### config.mk
export PLATFORM = sky130hd
export DESIGN_NAME = avalon_mm_mult_csr
export DESIGN_NICKNAME = d
export VERILOG_FILES = /design/src/rtl/avalon_mm_mult_csr.sv
export SDC_FILE = /design/constraint.sdc
export NUM_CORES = 1
export LEC_CHECK = 0
export ABC_AREA = 1
export CAP_MARGIN = 25
export CORE_MARGIN = 2
export CORE_UTILIZATION = 42
export DETAILED_ROUTE_END_ITERATION = 7
export PLACE_DENSITY = 0.56
export SLEW_MARGIN = 20
export SYNTH_ARGS = -nofsm -noshare
export SYNTH_HDL_FRONTEND = slang
export SYNTH_SLANG_ARGS = --single-unit
### constraint.sdc
create_clock -name clk -period 21.5 [get_ports clk]
set_clock_uncertainty 0.15 [all_clocks]
set_input_delay 5.375 -clock clk [delete_from_list [all_inputs] [get_ports clk]]
set_output_delay 5.375 -clock clk [all_outputs]
set_load 0.01 [all_outputs]
### src/rtl/avalon_mm_mult_csr.sv
// avalon_mm_mult_csr: Avalon-MM CSR slave around a sequential shift-add multiplier.
//   Ports: clk, rst (async, active-high), addr/read/write/write_data (request),
//   read_data/readdatavalid (1-cycle read response), waitrequest (stall),
//   irq (only when MULT_CSR_IRQ_EN is defined: done AND irq_en, registered).
//   Map (NA=SZ/DW): 0 CTRL, 1 STATUS, 2.. A words, 2+NA.. B words, 2+2NA.. RES words.
module avalon_mm_mult_csr #(
    parameter int SZ = 32,
    parameter int DW = 16,
    parameter int AW = 4
) (
    input  logic          clk,
    input  logic          rst,
    input  logic [AW-1:0] addr,
    input  logic          read,
    input  logic          write,
    input  logic [DW-1:0] write_data,
    output logic [DW-1:0] read_data,
    output logic          readdatavalid,
    output logic          waitrequest
`ifdef MULT_CSR_IRQ_EN
    ,
    output logic          irq
`endif
);
    localparam int NA = SZ / DW;
    localparam int CW = $clog2(SZ);
    localparam logic [AW-1:0] A0 = AW'(2);
    localparam logic [AW-1:0] B0 = AW'(2 + NA);
    localparam logic [AW-1:0] R0 = AW'(2 + 2 * NA);
    localparam logic [AW-1:0] RE = AW'(1 + 4 * NA);

    typedef enum logic {IDLE, RUN} state_t;
    state_t state, state_n;

    logic [NA-1:0][DW-1:0]   a, b;
    logic [2*NA-1:0][DW-1:0] res;
    logic [2*SZ-1:0]         acc, acc_n, mcand;
    logic [SZ-1:0]           mplier;
    logic [CW-1:0]           cnt;
    logic                    busy, done, err, irq_en;
    logic                    accept, rd_acc, wr_acc, ctrl_wr, start, fin;
    logic [DW-1:0]           rd_mux;

    always_ff @(posedge clk or posedge rst) begin
        if (rst) state <= IDLE;
        else     state <= state_n;
    end

    always_comb begin
        state_n = state;
        busy    = state == RUN;
        // Operand/result words stall while running; CTRL and STATUS never do.
        waitrequest = busy && (read || write) && addr >= A0 && addr <= RE;
        accept  = (read || write) && !waitrequest;
        rd_acc  = accept && read;
        // A simultaneous read wins; the write is dropped.
        wr_acc  = accept && write && !read;
        ctrl_wr = wr_acc && addr == '0;
        start   = ctrl_wr && write_data[0] && !busy;
        fin     = busy && cnt == '0;
        acc_n   = acc + (mplier[0] ? mcand : '0);
        if (start) state_n = RUN;
        else if (fin) state_n = IDLE;
    end

    always_comb begin
        rd_mux = '0;
        if (addr == AW'(1)) rd_mux = {{(DW-4){1'b0}}, irq_en, err, done, busy};
        for (int i = 0; i < NA; i++) begin
            if (addr == A0 + AW'(i)) rd_mux = a[i];
            if (addr == B0 + AW'(i)) rd_mux = b[i];
        end
        for (int i = 0; i < 2 * NA; i++)
            if (addr == R0 + AW'(i)) rd_mux = res[i];
    end

    always_ff @(posedge clk or posedge rst) begin
        if (rst) begin
            read_data     <= '0;
            readdatavalid <= 1'b0;
            a             <= '0;
            b             <= '0;
            res           <= '0;
            acc           <= '0;
            mcand         <= '0;
            mplier        <= '0;
            cnt           <= '0;
            done          <= 1'b0;
            err           <= 1'b0;
            irq_en        <= 1'b0;
`ifdef MULT_CSR_IRQ_EN
            irq           <= 1'b0;
`endif
        end else begin
            readdatavalid <= rd_acc;
            if (rd_acc) read_data <= rd_mux;
            for (int i = 0; i < NA; i++) begin
                if (wr_acc && addr == A0 + AW'(i)) a[i] <= write_data;
                if (wr_acc && addr == B0 + AW'(i)) b[i] <= write_data;
            end
            if (busy) begin
                acc    <= acc_n;
                mcand  <= mcand << 1;
                mplier <= mplier >> 1;
                cnt    <= cnt - 1'b1;
                if (fin) begin
                    res  <= acc_n;
                    done <= 1'b1;
                end
            end
            if (start) begin
                acc    <= '0;
                mcand  <= {{SZ{1'b0}}, a};
                mplier <= b;
                cnt    <= CW'(SZ - 1);
            end
            // CTRL processed after completion so an explicit clear wins; start follows the clear.
            if (ctrl_wr) begin
                irq_en <= write_data[2];
                if (write_data[1]) begin
                    done <= 1'b0;
                    err  <= 1'b0;
                end
                if (write_data[0]) begin
                    if (busy) err <= 1'b1;
                    else      done <= 1'b0;
                end
            end
`ifdef MULT_CSR_IRQ_EN
            // Drop on the very edge that clears done or irq_en.
            irq <= done && irq_en && !(ctrl_wr && (write_data[1] || !write_data[2] || start));
`endif
        end
    end
endmodule

==> Word level (Yosys, flattened, before mapping) <==
Cells that the tools add are included.
{ "totals": {"elab_cells": 84, "regBits": 314, "output_inout_bits": 18, "inputBits": 24} }
{ "classes": {"n_reduce_logical": 24, "n_addsub": 2, "magnitude_cmp": 2, "n_mux": 29, "eq_ne": 9} }
{ "ops": {"columns": ["operator", "count"], "rows": [
  ["$mux 64", 5],
  ["$mux 16", 8],
  ["$add 64x64->64", 1],
  ["$mux 32", 2],
  ["$eq 4x3->1 const B", 4],
  ["$logic_and 1x1->1", 15],
  ["$mux 1", 11],
  ["$mux 5", 2],
  ["$eq 4x2->1 const B", 2],
  ["$eq 4x4->1 const B", 2],
  ["$logic_not 5->1", 1],
  ["$sub 5x1->5 const B", 1],
  ["$eq 4x1->1 const B", 1],
  ["$ge 4x2->1 const B", 1],
  ["$le 4x4->1 const B", 1],
  ["$logic_not 4->1", 1],
  ["$mux 4", 1],
  ["$reduce_bool 2->1", 2],
  ["$logic_not 1->1", 3],
  ["$reduce_and 2->1", 1],
  ["$logic_or 1x1->1", 1]
]} }

==> Depth between registers and ports, before layout <==
Gate-level depths: netlist (run 1).
{ "depth": {"ltp_word": 12, "depth_mapped": 18, "ltp_nobuf": 16} }

==> Worst setup path before layout (run 1) <==
OpenSTA, ideal clock, no wires.
{ "synth_path": {"path_type": "input port to output port", "startpoint": "in addr[2]", "endpoint": "out waitrequest", "stages": 3, "t_arrival_ns": 5.839, "t_required_ns": 15.975, "n_path_buf": 0, "path_slack_ns": 10.136, "path_cell_list": "o21ai_0 -> nand3_2 -> nor2_1"} }
{ "synth_between": {"elab_chain_cells": 3, "elab_cells_between_ends": 4, "cone_classes": "order compare (2); reduce/logical (2)"} }
{ "synth_lines": {"columns": ["item", "line", "text"], "rows": [
  ["start: declaration", "13", "input logic [AW-1:0] addr,"],
  ["$ge 4x2->1", "53", "waitrequest = busy && (read || write) && addr >= A0 && addr <= RE;"],
  ["$logic_and 1x1->1", "53", null],
  ["$logic_and 1x1->1 *", "53", null],
  ["end: declaration", "19", "output logic waitrequest"]
]} }
Mark *: on every way between the ends. The rest lies on a longest branch, timed or not.

==> Final worst setup path (run 1) <==
{ "layout_path": {"startpoint": "in addr[1]", "endpoint": "out waitrequest"} }
The elaborated chain is that of the path after synthesis.

==> results.sh, run 1 <==
export IMPL_whs_endpoint="res[62]"
export IMPL_cts_setup_buffers=0
export IMPL_yosysTopAreaCellShare_pct=40.8
export IMPL_ys_flop_type="dfrtp_1"
export IMPL_cts_root_buffer="clkbuf_16"
export IMPL_dr_first_iter_drc_count=1856
export IMPL_clockBufferDepth=3
export IMPL_fin_crit_ns=12.53
export IMPL_max_slew_margin_pct=31.9
export IMPL_h_tree_depth=2
export IMPL_r2r_start="mplier[0]"
export IMPL_place_hpwl_mm=53.6
export IMPL_final_setup_tns_ns=0
export IMPL_synth_area_per_cell_sq_um=6.74
export IMPL_cts_made_buffers=39
export IMPL_end_kind="output port"
export IMPL_synth_edff_count=0
export IMPL_cp_arrival_ns=7.01
export IMPL_hp_start="res[62]"
export IMPL_grt_max_degree=157
export IMPL_io_buffers=41
export IMPL_dp_cells=3436
export IMPL_status="finished, final reports clean"
export IMPL_clock_sinks=314
export IMPL_seqPwrFrac_pct=36.5
export IMPL_rrSetupSlack_ns=17.60
export IMPL_synth_area_leaders="dfrtp_1 (41%), nand2_1 (23%), inv_1 (9.8%), ha_1 (4.2%), nand3_1 (4.0%)"
export IMPL_rsz0062_at_grt="no"
export IMPL_startpoint="addr[1]"
export IMPL_worstPathRequired_ns=15.98
export IMPL_max_freq_mhz=79.8
export IMPL_vias=18100
export IMPL_clk_pin_slew_worst_paths_ns=0.05
export IMPL_rr_worst_depth=13
export IMPL_synthDistinctLibCells=38
export IMPL_drv_slew=0
export IMPL_top_level_ports=42
export IMPL_p_switching_mw=0.891
export IMPL_grt_ovfl_total=0
export IMPL_yosys_area_top_type="dfrtp_1"
export IMPL_drive_gt1_share_pct=3.37
export IMPL_setup_violations=0
export IMPL_drt_pass1_iter_count=5
export IMPL_crit_fanout=6
export IMPL_wl_per_cell_um=20.2
export IMPL_cap_viol_max_count=0
export IMPL_drc_errors=0
export IMPL_start_kind="input port"
export IMPL_syn_inst=2861
export IMPL_fp_dieArea_sq_mm=0.0476
export IMPL_routed_wl_mm=70.8
export IMPL_synth_common_cells="nand2_1 (1168), inv_1 (504), dfrtp_1 (314), nand3_1 (153), nor2_1 (145)"
export IMPL_leakagePower_nw=11.8
export IMPL_powerDensity_mw_per_mm2=104
export IMPL_syn_num_nets=2951
export IMPL_die_h_um=218
export IMPL_synth_yosys_warnings=0
export IMPL_track_usage_pct=30.4
export IMPL_worstSetupPathType="input port to output port"
export IMPL_r2r_end="res[42]"
export IMPL_die_w_um=218
export IMPL_finalCritPeriodShare_pct=58.3
export IMPL_synth_yosys_seq_area_share_pct=40.8
export IMPL_layout_nets=2970
export IMPL_grt_pass1_wl_mm=108
export IMPL_start_util_pct=42.5
export IMPL_ant_nets=0
export IMPL_antenna_found_initial=2
export IMPL_worst_hold_slack_ns=0.330
export IMPL_worstHoldPathCells=2
export IMPL_hold_viol_final=0
export IMPL_insertion_delay_ns=0.59
export IMPL_intPower_mw=1.34
export IMPL_area_growth_pct=11.8
export IMPL_cts_tree="done"
export IMPL_comb_power_share_pct=34.5
export IMPL_ys_seq_elements=314
export IMPL_hp_class="register to register"
export IMPL_p_clk_share_pct=29.0
export IMPL_synth_area_sq_mm=0.0193
export IMPL_cts_hold_buf=0
export IMPL_diodes=0
export IMPL_vias_per_cell=5.17
export IMPL_switching_share_pct=39.9
export IMPL_cts_repair_resized=0
export IMPL_ir_drop_uv=70.1
export IMPL_p_total_mw=2.23
export IMPL_async_flop_share_pct=100
export IMPL_grt_pass1_vias=17500
export IMPL_place_congestion=0.971
export IMPL_worst_pin_slew_ns=1.02
export IMPL_core_area_sq_mm=0.0454
export IMPL_synth_most_common_cell="nand2_1"
export IMPL_rows=78
export IMPL_fin_cells=3508
power by group through the flow:
stage	registers, mW	clock network [mW]	logic, mW
3_5_place_dp	0.818	0	0.762
6_report	0.813	0.648	0.771
2_1_floorplan	0.791	0	0.533
4_1_cts	0.812	0.661	0.763
3_3_place_gp	0.818	0	0.747
5_1_grt	0.828	0.682	0.866
worst max-delay path by stage:
stage | endpoint | cells past startpoint | slack (ns)
3_5_place_dp | waitrequest | 6 | 8.98
6_report | waitrequest | 6 | 8.97
3_3_place_gp | waitrequest | 6 | 9.02
4_1_cts | waitrequest | 6 | 8.97
5_1_grt | waitrequest | 6 | 8.88
2_1_floorplan | a[0] | 1 | 7.29
placed cells by master, fill, tap and decap left out, types with 2 or more instances in the layout:
cell	n
a211oi_1	10
a21oi_1	73
and3_1	12
buf_12	2
buf_4	16
buf_8	4
clkbuf_1	14
clkbuf_16	39
clkbuf_8	7
clkdlybuf4s50_1	41
clkinv_2	4
dfrtp_1	312
ha_1	65
inv_1	502
inv_2	2
inv_6	2
nand2_1	1167
nand2_2	5
nand3_1	153
nand3b_1	7
nand4_1	25
nor2_1	145
nor3_1	17
nor3_2	2
nor4_1	9
o211ai_1	35
o21ai_0	114
o21bai_1	10
o221ai_1	24
o22ai_1	45
or2_2	4
xnor2_1	19
xor2_1	6
through the flow:
step                setup slack, ns  instance area, sq um  utilization [%]
detailed placement             8.98                 20300             44.6
floorplan                      7.29                 19300                -
CTS                            8.97                 21500             47.4
global route                   8.88                 21500             47.5
global placement               9.02                 20200             44.6
finish                         8.97                 21500             47.5
layer usage:
metal  vias to the layer above  track usage, %  routed length, um
met3                        77            8.25               6060
met1                      8613            45.7              34900
met2                       532            43.4              28700
met5                         -               0                 11
li1                       8909               -                  -
met4                         2            5.87               1220
flip-flops by register name, indices dropped and copies added (netlist names):
register	flops
mplier	32
mcand	64
cnt	5
acc	64
read_data	16
busy	1
err	1
readdatavalid	1
irq_en	1
a	32
res	64
b	32
done	1
kinds of logic (layout without fill, tap and decap cells):
family	count (synthesis)	in the layout	synth area share [%]
and+or+nand+nor	1550	1550	32.3
AOI/OAI and AO/OA	314	314	9.65
xor gates and xnor gates	25	25	1.14
buffers and inverters	592	639	11.8
adders and majority gates	66	66	4.32
DFF	314	314	40.8
final cells by class:
type                            instances  area, sq um
Fill cell                            4748        23800
Timing Repair Buffer                   63          631
Tap cell                              600          751
Sequential cell                       314         7860
Clock buffer                           60         1120
Multi-Input combinational cell       1955         9150
Inverter                              507         1910
Clock inverter                          9          116
worst max-delay path: stages:
cell	delay [ns]
clkdlybuf4s50_1	0.58
inv_1	0.13
nand2_2	0.14
nand3_2	0.12
nor2_1	0.12
clkdlybuf4s50_1	0.54
Power figures use the tool's default switching activity.
==> run 2: changes to the inputs <==
- clock period: 21.5 -> 11.8 ns (I/O delays scaled with it)
==> run 2 against run 1 <==
Compared with the run above: total power is 84% higher; non-clock buffer count stayed put; utilization is 0.13 points higher; critical endpoint unchanged.
==> results.sh, run 2 (synthesized netlist as in run 1, its figures left out) <==
export IMPL_clockBufferDepth=3
export IMPL_start_kind="input port"
export IMPL_wl_per_cell_um=20.1
export IMPL_die_w_um=218
export IMPL_drt_pass1_iter_count=5
export IMPL_cp_arrival_ns=4.57
export IMPL_finalCritPeriodShare_pct=65.0
export IMPL_rr_worst_depth=12
export IMPL_crit_fanout=6
export IMPL_end_kind="output port"
export IMPL_multiInputGateArea_sq_mm=0.00915
export IMPL_track_usage_pct=30.2
export IMPL_reg_largest_list="acc (64), mcand (64), res (64)"
export IMPL_clock_sinks=314
export IMPL_worst_pin_slew_ns=0.974
export IMPL_crit_slowest_cell="clkdlybuf4s50_1"
export IMPL_crit_chain="clkdlybuf4s50_1, inv_1, nand2_2, nand3_2, nor2_1, clkdlybuf4s50_1"
export IMPL_antenna_found_initial=0
export IMPL_rrSetupSlack_ns=7.48
export IMPL_drive_gt1_share_pct=3.68
export IMPL_max_freq_mhz=130
export IMPL_diodes=0
export IMPL_status="finished, final reports clean"
export IMPL_place_hpwl_mm=53.2
export IMPL_grt_pass1_wl_mm=107
export IMPL_max_slew_margin_pct=34.5
export IMPL_vias_per_cell=5.22
export IMPL_cts_setup_buffers=0
export IMPL_slowest_delay_ns=0.59
export IMPL_hold_viol_final=0
export IMPL_worstPathRequired_ns=8.70
export IMPL_worst_hold_slack_ns=0.328
export IMPL_final_seq_area_sq_mm=0.00786
export IMPL_nFillCells=4774
export IMPL_final_setup_tns_ns=0
export IMPL_ant_nets=0
export IMPL_die_h_um=218
export IMPL_final_common_cell="nand2_1"
export IMPL_h_tree_depth=2
export IMPL_layout_common_cells="nand2_1 (1168), inv_1 (502), dfrtp_1 (312)"
export IMPL_clk_pin_slew_worst_paths_ns=0.06
export IMPL_vias=18300
export IMPL_rsz0062_at_grt="no"
export IMPL_hp_class="register to register"
export IMPL_cts_tree="done"
export IMPL_crit_cells=6
export IMPL_insertion_delay_ns=0.58
export IMPL_cpMostUsedCell="clkdlybuf4s50_1"
export IMPL_routed_wl_mm=70.6
export IMPL_core_area_sq_mm=0.0454
export IMPL_cts_hold_buf=0
export IMPL_ir_drop_uv=131
export IMPL_worstSetupPathType="input port to output port"
export IMPL_cts_made_buffers=39
export IMPL_area_growth_pct=12.1
export IMPL_rows=78
export IMPL_worstHoldPathCells=2
export IMPL_place_congestion=0.972
export IMPL_grt_max_degree=155
export IMPL_r2r_start="mplier[0]"
export IMPL_fin_crit_ns=7.67
export IMPL_r2r_end="res[46]"
export IMPL_cts_repair_resized=0
export IMPL_cp_top_family="buffers and inverters"
export IMPL_fp_dieArea_sq_mm=0.0476
export IMPL_grt_pass1_vias=17400
export IMPL_whs_endpoint="res[62]"
export IMPL_leakagePower_nw=11.9
export IMPL_io_buffers=41
export IMPL_top_level_ports=42
export IMPL_setup_violations=0
export IMPL_grt_ovfl_total=0
export IMPL_drc_errors=0
export IMPL_cts_root_buffer="clkbuf_16"
export IMPL_cap_viol_max_count=0
export IMPL_hp_start="res[62]"
export IMPL_drv_slew=0
export IMPL_dr_first_iter_drc_count=1656
export IMPL_layout_nets=2970
export IMPL_path_buf_inv=3
export IMPL_powerDensity_mw_per_mm2=190
export IMPL_start_util_pct=42.5
[run 2: cell count changes in the layout (fill, tap and decap cells not counted), sizes merged]
| cell | before | now |
|---|---|---|
| clkbuf | 60 | 52 |
| clkinvlp | 1 | 2 |
| clkinv | 7 | 14 |
| bufinv | 1 | 2 |
[run 2: final cells by class]
cell class,count,area share (%)
multi-input cells,1955,42.3
inverters,507,8.85
repair buffers,63,2.95
clock buffers,52,5.11
well taps,600,3.48
clock inverters,18,0.875
flip-flops and latches,314,36.4
[run 2: tightest hold or removal path: cells and delay by family, from the launching register on]
| family | cells | cell delay [ns] |
|---|---|---|
| simple gates | 2 | 0.11 |
| flops | 1 | 0.34 |
[run 2: worst max path at each step]
stage	from	to	slack, ns
after global routing	addr[1]	waitrequest	4.02
after global placement	addr[1]	waitrequest	4.15
after detailed placement	addr[1]	waitrequest	4.14
final	addr[1]	waitrequest	4.13
after CTS	addr[1]	waitrequest	4.13
after floorplan	rst	a[0]	0.01
[run 2: per-stage QoR]
stage / util (%) / total power, mW / worst slack, ns / instances / area [sq um]
floorplan: - / 2.41 / 0.0138 / 2861 / 19300
global placement: 44.6 / 2.85 / 4.15 / 3434 / 20200
detailed placement: 44.7 / 2.88 / 4.14 / 3438 / 20300
CTS: 47.6 / 4.12 / 4.13 / 3508 / 21600
global route: 47.6 / 4.37 / 4.02 / 3509 / 21600
finish: 47.6 / 4.11 / 4.13 / 3509 / 21600
[run 2: power by group]
group	switching [mW]	internal, mW	leakage (nW)	total [mW]
Clock	0.520	0.708	0.639	1.23
Combinational	0.971	0.444	7.43	1.41
Sequential	0.155	1.32	3.82	1.47
Total	1.65	2.47	11.9	4.11
[run 2: layer usage]
layer  vias to the layer above  GRT usage [%]  share of wire, %
met3                        93           6.00               7.8
met4                         0           8.14               2.5
li1                       8927              -                 -
met5                         -              0                 0
met1                      8697           46.3                49
met2                       584           42.6                40
